`src/rtl/nbit_shift_restore_if.sv`:
```
// Request/response bundle for nbit_shift_restore: a shifted word plus its
// shifted-out bits and control word in, the rebuilt operand out.
interface nbit_shift_restore_if #(
    parameter int WIDTH = 4
);
    // A transfer happens on a rising edge where valid and ready are both high;
    // the sender holds its payload stable from raising valid until that edge.
    logic             in_valid;
    logic             in_ready;
    logic [WIDTH-1:0] shifted;
    logic [WIDTH-1:0] overflow;
    logic [WIDTH-1:0] shift;
    logic             out_valid;
    logic             out_ready;
    logic [WIDTH-1:0] restored;
    logic             err;
    logic             busy;

    modport master (
        output in_valid, shifted, overflow, shift, out_ready,
        input  in_ready, out_valid, restored, err, busy
    );

    modport slave (
        input  in_valid, shifted, overflow, shift, out_ready,
        output in_ready, out_valid, restored, err, busy
    );
endinterface

```
`src/rtl/nbit_shift_restore.sv`:
```
// Undoes an n-bit shift one bit per clock, feeding the shifted-out bits back in
// from the side they left through.
module nbit_shift_restore #(
    parameter int WIDTH = 4
) (
    input  logic                clk,
    input  logic                rst,
    nbit_shift_restore_if.slave bus,
    output logic [1:0]          dbg_state
);
    localparam int CW = $clog2(WIDTH) + 1;
    localparam int KW = WIDTH - 2;
    localparam int XW = KW + CW;

    typedef enum logic [1:0] {
        IDLE = 2'd0,
        RUN  = 2'd1,
        DONE = 2'd2
    } state_t;

    state_t           state_q, state_d;
    logic [WIDTH-1:0] data_q, data_d;
    logic [WIDTH-1:0] ovf_q, ovf_d;
    logic [WIDTH-1:0] restored_q, restored_d;
    logic             dir_q, dir_d;
    logic             err_q, err_d;
    logic [CW-1:0]    k_q, k_d;
    logic [CW-1:0]    step_q, step_d;

    logic [XW-1:0]    k_ext;
    logic             k_err;
    logic             k_zero;
    logic [CW-1:0]    ovf_idx;
    logic             ovf_bit;
    logic [WIDTH-1:0] data_step;
    logic             last_step;
    logic             unused_fill;

    assign unused_fill = bus.shift[WIDTH-1];
    assign k_ext       = XW'(bus.shift[WIDTH-2:1]);
    assign k_err       = (k_ext >= XW'(WIDTH));
    assign k_zero      = (k_ext == '0);

    // Left shifts lost their top bits, so they re-enter at the MSB lowest-first;
    // right shifts lost their bottom bits, which re-enter at the LSB highest-first.
    assign ovf_idx   = dir_q ? (k_q - step_q - CW'(1)) : step_q;
    assign ovf_bit   = |(ovf_q & (WIDTH'(1) << ovf_idx));
    assign data_step = dir_q ? {data_q[WIDTH-2:0], ovf_bit}
                             : {ovf_bit, data_q[WIDTH-1:1]};
    assign last_step = (step_q == k_q - CW'(1));

    always_comb begin
        state_d    = state_q;
        data_d     = data_q;
        ovf_d      = ovf_q;
        restored_d = restored_q;
        dir_d      = dir_q;
        err_d      = err_q;
        k_d        = k_q;
        step_d     = step_q;
        case (state_q)
            IDLE: begin
                if (bus.in_valid) begin
                    data_d = bus.shifted;
                    ovf_d  = bus.overflow;
                    dir_d  = bus.shift[0];
                    k_d    = k_ext[CW-1:0];
                    step_d = '0;
                    err_d  = k_err;
                    if (k_err || k_zero) begin
                        restored_d = bus.shifted;
                        state_d    = DONE;
                    end else begin
                        state_d = RUN;
                    end
                end
            end
            RUN: begin
                data_d = data_step;
                step_d = step_q + CW'(1);
                if (last_step) begin
                    restored_d = data_step;
                    state_d    = DONE;
                end
            end
            DONE: begin
                if (bus.out_ready) begin
                    state_d = IDLE;
                end
            end
            default: state_d = IDLE;
        endcase
    end

    always_ff @(posedge clk) begin
        if (rst) begin
            state_q    <= IDLE;
            data_q     <= '0;
            ovf_q      <= '0;
            restored_q <= '0;
            dir_q      <= 1'b0;
            err_q      <= 1'b0;
            k_q        <= '0;
            step_q     <= '0;
        end else begin
            state_q    <= state_d;
            data_q     <= data_d;
            ovf_q      <= ovf_d;
            restored_q <= restored_d;
            dir_q      <= dir_d;
            err_q      <= err_d;
            k_q        <= k_d;
            step_q     <= step_d;
        end
    end

    assign bus.in_ready  = (state_q == IDLE);
    assign bus.busy      = (state_q == RUN);
    assign bus.out_valid = (state_q == DONE);
    assign bus.restored  = restored_q;
    assign bus.err       = err_q;
    assign dbg_state     = state_q;
endmodule
```
`src/flat_wrapper.sv`:
```
// flat-port wrapper written by rule: the top's interface ports become plain ports
module nbit_shift_restore_flat 
#(
    parameter int WIDTH = 4
)
  (clk, rst, dbg_state, bus_in_valid, bus_shifted, bus_overflow, bus_shift, bus_out_ready, bus_in_ready, bus_out_valid, bus_restored, bus_err, bus_busy);
  nbit_shift_restore_if #(.WIDTH(WIDTH)) bus_i ();
  input  logic clk;
  input  logic rst;
  output logic [1:0] dbg_state;
  input wire logic [$bits(bus_i.in_valid)-1:0] bus_in_valid;
  input wire logic [$bits(bus_i.shifted)-1:0] bus_shifted;
  input wire logic [$bits(bus_i.overflow)-1:0] bus_overflow;
  input wire logic [$bits(bus_i.shift)-1:0] bus_shift;
  input wire logic [$bits(bus_i.out_ready)-1:0] bus_out_ready;
  output wire logic [$bits(bus_i.in_ready)-1:0] bus_in_ready;
  output wire logic [$bits(bus_i.out_valid)-1:0] bus_out_valid;
  output wire logic [$bits(bus_i.restored)-1:0] bus_restored;
  output wire logic [$bits(bus_i.err)-1:0] bus_err;
  output wire logic [$bits(bus_i.busy)-1:0] bus_busy;
  assign bus_i.in_valid = bus_in_valid;
  assign bus_i.shifted = bus_shifted;
  assign bus_i.overflow = bus_overflow;
  assign bus_i.shift = bus_shift;
  assign bus_i.out_ready = bus_out_ready;
  assign bus_in_ready = bus_i.in_ready;
  assign bus_out_valid = bus_i.out_valid;
  assign bus_restored = bus_i.restored;
  assign bus_err = bus_i.err;
  assign bus_busy = bus_i.busy;
  nbit_shift_restore #(.WIDTH(WIDTH)) u_core (.clk(clk), .rst(rst), .bus(bus_i), .dbg_state(dbg_state));
endmodule
```
`config.mk`:
```
export PLATFORM = sky130hd
export DESIGN_NAME = nbit_shift_restore_flat
export DESIGN_NICKNAME = d
export VERILOG_FILES = /design/src/rtl/nbit_shift_restore_if.sv /design/src/rtl/nbit_shift_restore.sv /design/src/flat_wrapper.sv
export SDC_FILE = /design/constraint.sdc
export NUM_CORES = 1
export LEC_CHECK = 0
export CORE_UTILIZATION = 48
export DETAILED_ROUTE_END_ITERATION = 10
export PLACE_DENSITY = 0.83
export SYNTH_ARGS = -nofsm -noshare
export SYNTH_HDL_FRONTEND = slang
export SYNTH_SLANG_ARGS = --single-unit
export TNS_END_PERCENT = 100
```
`constraint.sdc`:
```
create_clock -name clk -period 3 [get_ports clk]
set_clock_uncertainty 0.05 [all_clocks]
set_input_delay 0.6 -clock clk [delete_from_list [all_inputs] [get_ports clk]]
set_output_delay 0.6 -clock clk [all_outputs]
set_load 0.1 [all_outputs]
```
==> run_summary.xml, run 1 <==
<?xml version="1.0" encoding="UTF-8"?>
<metrics>
  <group name="power_and_ir_drop">
    <metric name="power_per_cell_area" unit="mW/mm^2">545.6</metric>
    <metric name="vdd.ir_drop.worst" unit="V">0.0004419</metric>
    <metric name="standby_leakage_power" unit="uW">0.0005247</metric>
    <metric name="cell_internal_pwr" unit="uW">446.1</metric>
    <metric name="power.net_switching" unit="uW">270.7</metric>
    <metric name="seq_power_share" unit="%">43.6</metric>
    <metric name="pwr-share-comb" unit="%">34.3</metric>
    <metric name="p_clk_share" unit="%">22.1</metric>
    <metric name="netSwitchingFraction" unit="%">37.76</metric>
  </group>
  <group name="setup_path">
    <metric name="timing_worst_setup_path_type" unit="">reg2reg</metric>
    <metric name="worst_ep_required_time" unit="ps">3160</metric>
    <metric name="critPathMaxFanout" unit="">5</metric>
    <metric name="worstPathArrival" unit="ps">2530</metric>
    <metric name="reg2reg_setup_slack" unit="ps">630</metric>
    <metric name="critPathLaunchType" unit="">flop</metric>
    <metric name="endpoint_kind" unit="">flop</metric>
  </group>
  <group name="synth">
    <metric name="ys.flop_type" unit="">sky130_fd_sc_hd__dfxtp_1</metric>
    <metric name="synth_cell_types" unit="">38</metric>
    <metric name="netlist_top_cells_area" unit="">sky130_fd_sc_hd__dfxtp_1 (37%), sky130_fd_sc_hd__nor2_1 (9.0%), sky130_fd_sc_hd__mux2i_1 (8.3%)</metric>
    <metric name="synth_area_per_cell" unit="sq um">8.718</metric>
    <metric name="total_of_warnings_raised_by_yosys" unit="">0</metric>
    <metric name="syn-num-nets" unit="">144</metric>
    <metric name="synth-edff-count" unit="">0</metric>
    <metric name="synth_seq_cells" unit="">20</metric>
    <metric name="netlist_area" unit="sq mm">0.001081</metric>
    <metric name="async_reset_ff_share" unit="%">0</metric>
    <metric name="synth_top_area_share" unit="%">37.04</metric>
    <metric name="post_synth_inst_count" unit="">124</metric>
    <metric name="synth_seq_area_share" unit="%">37.04</metric>
    <metric name="yosysTopAreaCell" unit="">sky130_fd_sc_hd__dfxtp_1</metric>
  </group>
  <group name="sta">
    <metric name="worst_slew_pin_slew" unit="ps">703.4</metric>
    <metric name="hold-worst-slack" unit="ps">429.6</metric>
    <metric name="setup_repair_after_global_routing_missed_its_margin" unit="">false</metric>
    <metric name="max_freq" unit="GHz">0.4226</metric>
    <metric name="period_share" unit="%">78.87</metric>
    <metric name="max-slew-margin-rel" unit="%">52.96</metric>
    <metric name="timing_max_transition_violations_final" unit="">0</metric>
    <metric name="finalSetupViolCount" unit="">0</metric>
    <metric name="layout_min_cycle_time" unit="ps">2366</metric>
    <metric name="count_of_endpoints_failing_hold_in_the_final_timing_report" unit="">0</metric>
    <metric name="setup_tns" unit="ps">0</metric>
  </group>
  <group name="cts">
    <metric name="cts_tree" unit="">done</metric>
    <metric name="cts-root-buf" unit="">sky130_fd_sc_hd__clkbuf_4</metric>
    <metric name="ctsHoldBuffers" unit="">0</metric>
    <metric name="cts.sink_count" unit="">20</metric>
    <metric name="setup_fix_bufs_post_cts" unit="">0</metric>
    <metric name="path_clk_slew" unit="ps">120</metric>
    <metric name="clkLatencyLatePin" unit="ps">300</metric>
    <metric name="htreeDepth" unit="">1</metric>
    <metric name="post_cts_resized" unit="">0</metric>
    <metric name="cts_buffers" unit="">3</metric>
    <metric name="clock_buffer_depth" unit="">2</metric>
  </group>
  <group name="floorplanning">
    <metric name="floorplan.core_area" unit="sq mm">0.002042</metric>
    <metric name="die_height" unit="um">49.46</metric>
    <metric name="num_rows" unit="">16</metric>
    <metric name="initial_core_util" unit="%">52.94</metric>
    <metric name="die-area" unit="sq mm">0.002446</metric>
    <metric name="die_width" unit="um">49.46</metric>
    <metric name="boundary_pin_count" unit="">26</metric>
  </group>
  <group name="global_routing">
    <metric name="overflow_left_after_global_routing" unit="">0</metric>
    <metric name="grt_start_max_net_pins" unit="">21</metric>
    <metric name="track_usage" unit="%">19.14</metric>
    <metric name="first_global_vias" unit="">813</metric>
    <metric name="grt_antenna_before_repair" unit="">0</metric>
    <metric name="grt_first_pass_wirelength" unit="um">3553</metric>
  </group>
  <group name="layout">
    <metric name="layout_commonest_cell" unit="">sky130_fd_sc_hd__nor2_1</metric>
    <metric name="fin_util" unit="%">64.34</metric>
    <metric name="synthToLayoutAreaGrowth" unit="%">21.53</metric>
    <metric name="insertedDiodeCount" unit="">0</metric>
    <metric name="most-common-layout-cells" unit="">sky130_fd_sc_hd__nor2_1 (25), sky130_fd_sc_hd__dfxtp_1 (20), sky130_fd_sc_hd__clkdlybuf4s50_1 (14)</metric>
    <metric name="nNetsFinal" unit="">165</metric>
    <metric name="post_route_cells_drive_above_1_share" unit="%">13.89</metric>
  </group>
  <group name="route">
    <metric name="route.antenna.remaining_nets" unit="">0</metric>
    <metric name="drt-initial-drc-count" unit="">18</metric>
    <metric name="drt-total-wl" unit="um">2129</metric>
    <metric name="remaining_drcs" unit="">0</metric>
    <metric name="post_drt_wl_per_cell" unit="um">12.45</metric>
    <metric name="avgViaCountPerCell" unit="">5.421</metric>
    <metric name="drtPass1Iterations" unit="">4</metric>
    <metric name="vias" unit="">927</metric>
  </group>
  <group name="placed_design">
    <metric name="detailedPlacementHpwl" unit="um">1629</metric>
    <metric name="portBuffers" unit="">23</metric>
    <metric name="final_weighted_congestion_in_routability_driven_placement" unit="">0.8154</metric>
  </group>
  <group name="job">
    <metric name="max_cap_viol_count" unit="">0</metric>
  </group>
  <group name="status">
    <metric name="status" unit="">finished clean</metric>
  </group>
  <group name="min_path">
    <metric name="min-delay-path-class" unit="">reg2reg</metric>
  </group>
</metrics>
path summary, 6_finish.rpt:
path,start,end,cells past startpoint
max,u_core.step_q[0],u_core.data_q[0],8
min,u_core.bus.restored[2],u_core.bus.restored[2],1
max reg2reg,u_core.step_q[0],u_core.data_q[0],8
min reg2reg,u_core.bus.restored[2],u_core.bus.restored[2],1
final cells by class:
type	count	area (sq um)
Fill cell	194	728.2
Multi-Input combinational cell	92	616.8
Sequential cell	20	400.4
Timing Repair Buffer	23	207.7
Clock buffer	4	36.28
Tap cell	27	33.78
Inverter	5	18.77
Yosys cell counts, types with 2 or more instances:
library cell               count
sky130_fd_sc_hd__dfxtp_1      20
sky130_fd_sc_hd__ha_1          3
sky130_fd_sc_hd__mux2i_1       9
sky130_fd_sc_hd__buf_6         2
sky130_fd_sc_hd__a311oi_1      4
sky130_fd_sc_hd__nand2_1       4
sky130_fd_sc_hd__a21oi_1       5
sky130_fd_sc_hd__clkbuf_1      2
sky130_fd_sc_hd__buf_4         2
sky130_fd_sc_hd__nor2b_1       3
sky130_fd_sc_hd__nand2b_1      2
sky130_fd_sc_hd__nor2_1       26
sky130_fd_sc_hd__a211oi_1      4
sky130_fd_sc_hd__nor3_1        7
sky130_fd_sc_hd__o21a_1        2
sky130_fd_sc_hd__inv_1         4
sky130_fd_sc_hd__o21ai_0       3
sky130_fd_sc_hd__and4b_1       2
worst max-delay path, cell delays in order, from the launching register on:
cell and delay (ps):
sky130_fd_sc_hd__dfxtp_1 430, sky130_fd_sc_hd__inv_1 70, sky130_fd_sc_hd__ha_1 210, sky130_fd_sc_hd__fa_1 530
sky130_fd_sc_hd__and4bb_2 300, sky130_fd_sc_hd__nor3_1 50, sky130_fd_sc_hd__o22ai_2 210, sky130_fd_sc_hd__o311ai_1 150
sky130_fd_sc_hd__a311oi_1 270
state kept, by name (all words and copies together) (netlist names):
| signal | cells |
|---|---|
| u_core.dir_q | 1 |
| u_core.ovf_q | 4 |
| u_core.bus.restored | 4 |
| u_core.k_q | 2 |
| u_core.step_q | 3 |
| u_core.dbg_state | 2 |
| u_core.data_q | 4 |
per-layer routing:
metal  share of wire (%)  up-vias  track usage (%)
met5                   0        -                0
met4                 1.6        0            10.00
met3                 3.2        4            3.704
met2                  48       19            30.37
met1                  47      426            24.52
li1                    -      478                -
power by group through the flow:
stage	Sequential [uW]	Combinational [uW]	Clock [uW]
3_5_place_dp	318	245	0
5_1_grt	316	263	175
2_1_floorplan	364	144	0
4_1_cts	313	246	160
6_report	312	246	159
3_3_place_gp	317	239	0
logic make-up (layout without fill, tap and decap cells):
| group | Yosys count | after routing | synth area share [%] |
|---|---|---|---|
| buffers and inverters | 12 | 32 | 6.364 |
| DFF | 20 | 20 | 37.04 |
| other | 1 | 1 | 0.3469 |
| xor gates and xnor gates | 2 | 2 | 1.621 |
| AOI/OAI and AO/OA | 23 | 23 | 15.28 |
| muxes | 10 | 10 | 9.607 |
| adders and majority gates | 4 | 4 | 5.325 |
| and+or+nand+nor | 52 | 52 | 24.42 |
through the flow:
step / instances / power [uW] / setup WS (ps) / instance area (sq um)
finish: 171 / 716.8 / 633.8 / 1314
global route: 171 / 753.8 / 462.5 / 1314
CTS: 171 / 718.9 / 622.7 / 1314
detailed placement: 167 / 563.5 / 652.6 / 1277
global placement: 167 / 556.3 / 731.9 / 1277
floorplan: 124 / 508.8 / 77.68 / 1086
No activity file was read; power rests on OpenSTA's default activity.
==> run 2: changes to the inputs <==
==> constraint.sdc (replaced) <==
create_clock -name clk -period 2.3 [get_ports clk]
set_clock_uncertainty 0.05 [all_clocks]
set_input_delay 0.46 -clock clk [delete_from_list [all_inputs] [get_ports clk]]
set_output_delay 0.46 -clock clk [all_outputs]
set_load 0.1 [all_outputs]
==> run_summary.xml, run 2 (synthesis gave the netlist of run 1 again) <==
<?xml version="1.0" encoding="UTF-8"?>
<metrics>
  <group name="cts">
    <metric name="cts_tree" unit="">done</metric>
    <metric name="clock_buffer_depth" unit="">2</metric>
    <metric name="cts.sink_count" unit="">20</metric>
    <metric name="cts-root-buf" unit="">sky130_fd_sc_hd__clkbuf_4</metric>
    <metric name="path_clk_slew" unit="ps">110</metric>
    <metric name="clkLatencyLatePin" unit="ps">300</metric>
    <metric name="cts_buffers" unit="">3</metric>
    <metric name="htreeDepth" unit="">1</metric>
  </group>
  <group name="setup_path">
    <metric name="reg2reg_setup_slack" unit="ps">40</metric>
    <metric name="worstPathArrival" unit="ps">2420</metric>
    <metric name="critPathLaunchType" unit="">flop</metric>
    <metric name="timing_worst_setup_path_type" unit="">reg2reg</metric>
    <metric name="endpoint_kind" unit="">flop</metric>
    <metric name="critPathMaxFanout" unit="">4</metric>
    <metric name="regToRegEndpoint" unit="">u_core.data_q[3]</metric>
    <metric name="timing.critical_path.buf_inv" unit="">1</metric>
    <metric name="reg2reg_depth" unit="">8</metric>
    <metric name="worst_path_dominant_cell_family" unit="">compound AO/OA/AOI/OAI gates</metric>
    <metric name="critical_path.max_stage_delay" unit="ps">500</metric>
    <metric name="critPathSlowestCell" unit="">sky130_fd_sc_hd__fa_2</metric>
    <metric name="worst_ep_required_time" unit="ps">2460</metric>
    <metric name="critical_path.cell_chain" unit="">inv_2, ha_4, fa_2, nor4bb_2, nor3_1, o22ai_2, o211ai_1, a311oi_1</metric>
    <metric name="worst_reg2reg_path_startpoint" unit="">u_core.step_q[0]</metric>
    <metric name="cp.depth" unit="">8</metric>
  </group>
  <group name="layout">
    <metric name="most-common-layout-cells" unit="">sky130_fd_sc_hd__nor2_1 (25), sky130_fd_sc_hd__dfxtp_1 (18), sky130_fd_sc_hd__clkdlybuf4s50_1 (14)</metric>
    <metric name="synthToLayoutAreaGrowth" unit="%">29.75</metric>
    <metric name="post_route_cells_drive_above_1_share" unit="%">21.77</metric>
    <metric name="final_cell_area" unit="sq mm">0.001403</metric>
    <metric name="layout_commonest_cell" unit="">sky130_fd_sc_hd__nor2_1</metric>
    <metric name="insertedDiodeCount" unit="">0</metric>
    <metric name="n_fill_cell" unit="">171</metric>
    <metric name="fin_cells" unit="">174</metric>
    <metric name="nNetsFinal" unit="">168</metric>
    <metric name="fin_util" unit="%">68.69</metric>
  </group>
  <group name="route">
    <metric name="drt-total-wl" unit="um">2339</metric>
    <metric name="remaining_drcs" unit="">0</metric>
    <metric name="vias" unit="">955</metric>
    <metric name="route.antenna.remaining_nets" unit="">0</metric>
    <metric name="avgViaCountPerCell" unit="">5.489</metric>
    <metric name="post_drt_wl_per_cell" unit="um">13.44</metric>
    <metric name="drt-initial-drc-count" unit="">18</metric>
    <metric name="drtPass1Iterations" unit="">4</metric>
  </group>
  <group name="floorplanning">
    <metric name="die_height" unit="um">49.46</metric>
    <metric name="initial_core_util" unit="%">52.94</metric>
    <metric name="die_width" unit="um">49.46</metric>
    <metric name="num_rows" unit="">16</metric>
    <metric name="floorplan.core_area" unit="sq mm">0.002042</metric>
    <metric name="die-area" unit="sq mm">0.002446</metric>
    <metric name="boundary_pin_count" unit="">26</metric>
  </group>
  <group name="sta">
    <metric name="period_share" unit="%">98.14</metric>
    <metric name="layout_min_cycle_time" unit="ps">2257</metric>
    <metric name="count_of_endpoints_failing_hold_in_the_final_timing_report" unit="">0</metric>
    <metric name="max_freq" unit="GHz">0.4430</metric>
    <metric name="max-slew-margin-rel" unit="%">49.49</metric>
    <metric name="worst_slew_pin_slew" unit="ps">755.2</metric>
    <metric name="finalSetupViolCount" unit="">0</metric>
    <metric name="setup_repair_after_global_routing_missed_its_margin" unit="">true</metric>
    <metric name="hold-worst-slack" unit="ps">429.1</metric>
    <metric name="setup_tns" unit="ps">0</metric>
    <metric name="timing_max_transition_violations_final" unit="">0</metric>
  </group>
  <group name="status">
    <metric name="status" unit="">finished clean</metric>
  </group>
  <group name="placed_design">
    <metric name="portBuffers" unit="">23</metric>
    <metric name="final_weighted_congestion_in_routability_driven_placement" unit="">0.8116</metric>
    <metric name="detailedPlacementHpwl" unit="um">1683</metric>
    <metric name="detailed_place.area" unit="sq mm">0.001320</metric>
    <metric name="dp_cells" unit="">170</metric>
  </group>
  <group name="min_path">
    <metric name="min-delay-path-class" unit="">reg2reg</metric>
    <metric name="hold-path-endpoint" unit="">u_core.bus.restored[2]</metric>
    <metric name="hold_path_startpoint" unit="">u_core.bus.restored[2]</metric>
    <metric name="worstHoldPathCells" unit="">1</metric>
  </group>
  <group name="global_routing">
    <metric name="grt_first_pass_wirelength" unit="um">4015</metric>
    <metric name="overflow_left_after_global_routing" unit="">0</metric>
    <metric name="grt_antenna_before_repair" unit="">0</metric>
    <metric name="first_global_vias" unit="">949</metric>
    <metric name="grt_start_max_net_pins" unit="">21</metric>
    <metric name="track_usage" unit="%">21.23</metric>
  </group>
  <group name="power_and_ir_drop">
    <metric name="power_per_cell_area" unit="mW/mm^2">689.1</metric>
    <metric name="standby_leakage_power" unit="uW">0.0005503</metric>
    <metric name="vdd.ir_drop.worst" unit="V">0.0005810</metric>
  </group>
  <group name="job">
    <metric name="max_cap_viol_count" unit="">0</metric>
  </group>
</metrics>
## run 2: power breakdown
part           internal (uW)  total [uW]  switching [uW]
logic                    128         354             227
registers                378         410            32.2
clock network           96.5         202             106
total                    602         967             365
## run 2: area by class of cell
cell class | count | area [sq um] | area share [%]
clock buffers | 4 | 36.28 | 2.587
flip-flops and latches | 20 | 402.9 | 28.72
repair buffers | 26 | 242.7 | 17.31
well taps | 27 | 33.78 | 2.409
multi-input cells | 92 | 666.9 | 47.55
inverters | 5 | 20.02 | 1.427
## run 2: how the worst max path moves through the flow
stage / start / end / slack [ps]
after detailed placement: u_core.step_q[0] / u_core.data_q[0] / -20
after global placement: u_core.step_q[0] / u_core.bus.restored[0] / 90
after floorplan: u_core.dbg_state[0] / u_core.dbg_state[1] / -30
after CTS: u_core.step_q[0] / u_core.data_q[0] / 9
after global routing: u_core.step_q[0] / u_core.bus.restored[0] / -80
final: u_core.step_q[0] / u_core.data_q[3] / 40
## run 2: per-layer routing
metal  GRT usage (%)  routed length (um)
met1           25.73                1028
met5               0                   0
met2           36.53                1124
met4           5.714                  45
met3           6.173                 141
## run 2: through the flow
stage / setup slack (ps) / power, uW
CTS: 9.294 / 957.8
detailed placement: -21.54 / 752.4
floorplan: -32.94 / 666.5
global route: -76.07 / 1018
finish: 42.85 / 966.5
global placement: 93.06 / 742.7
## run 2: repair_timing
action / CTS / global route
resized for setup: 1 / 8
hold buffers: 0 / 0
setup endpoints to repair: 1 / 4
pin swaps: 3 / 6
buffers inserted: 0 / 0
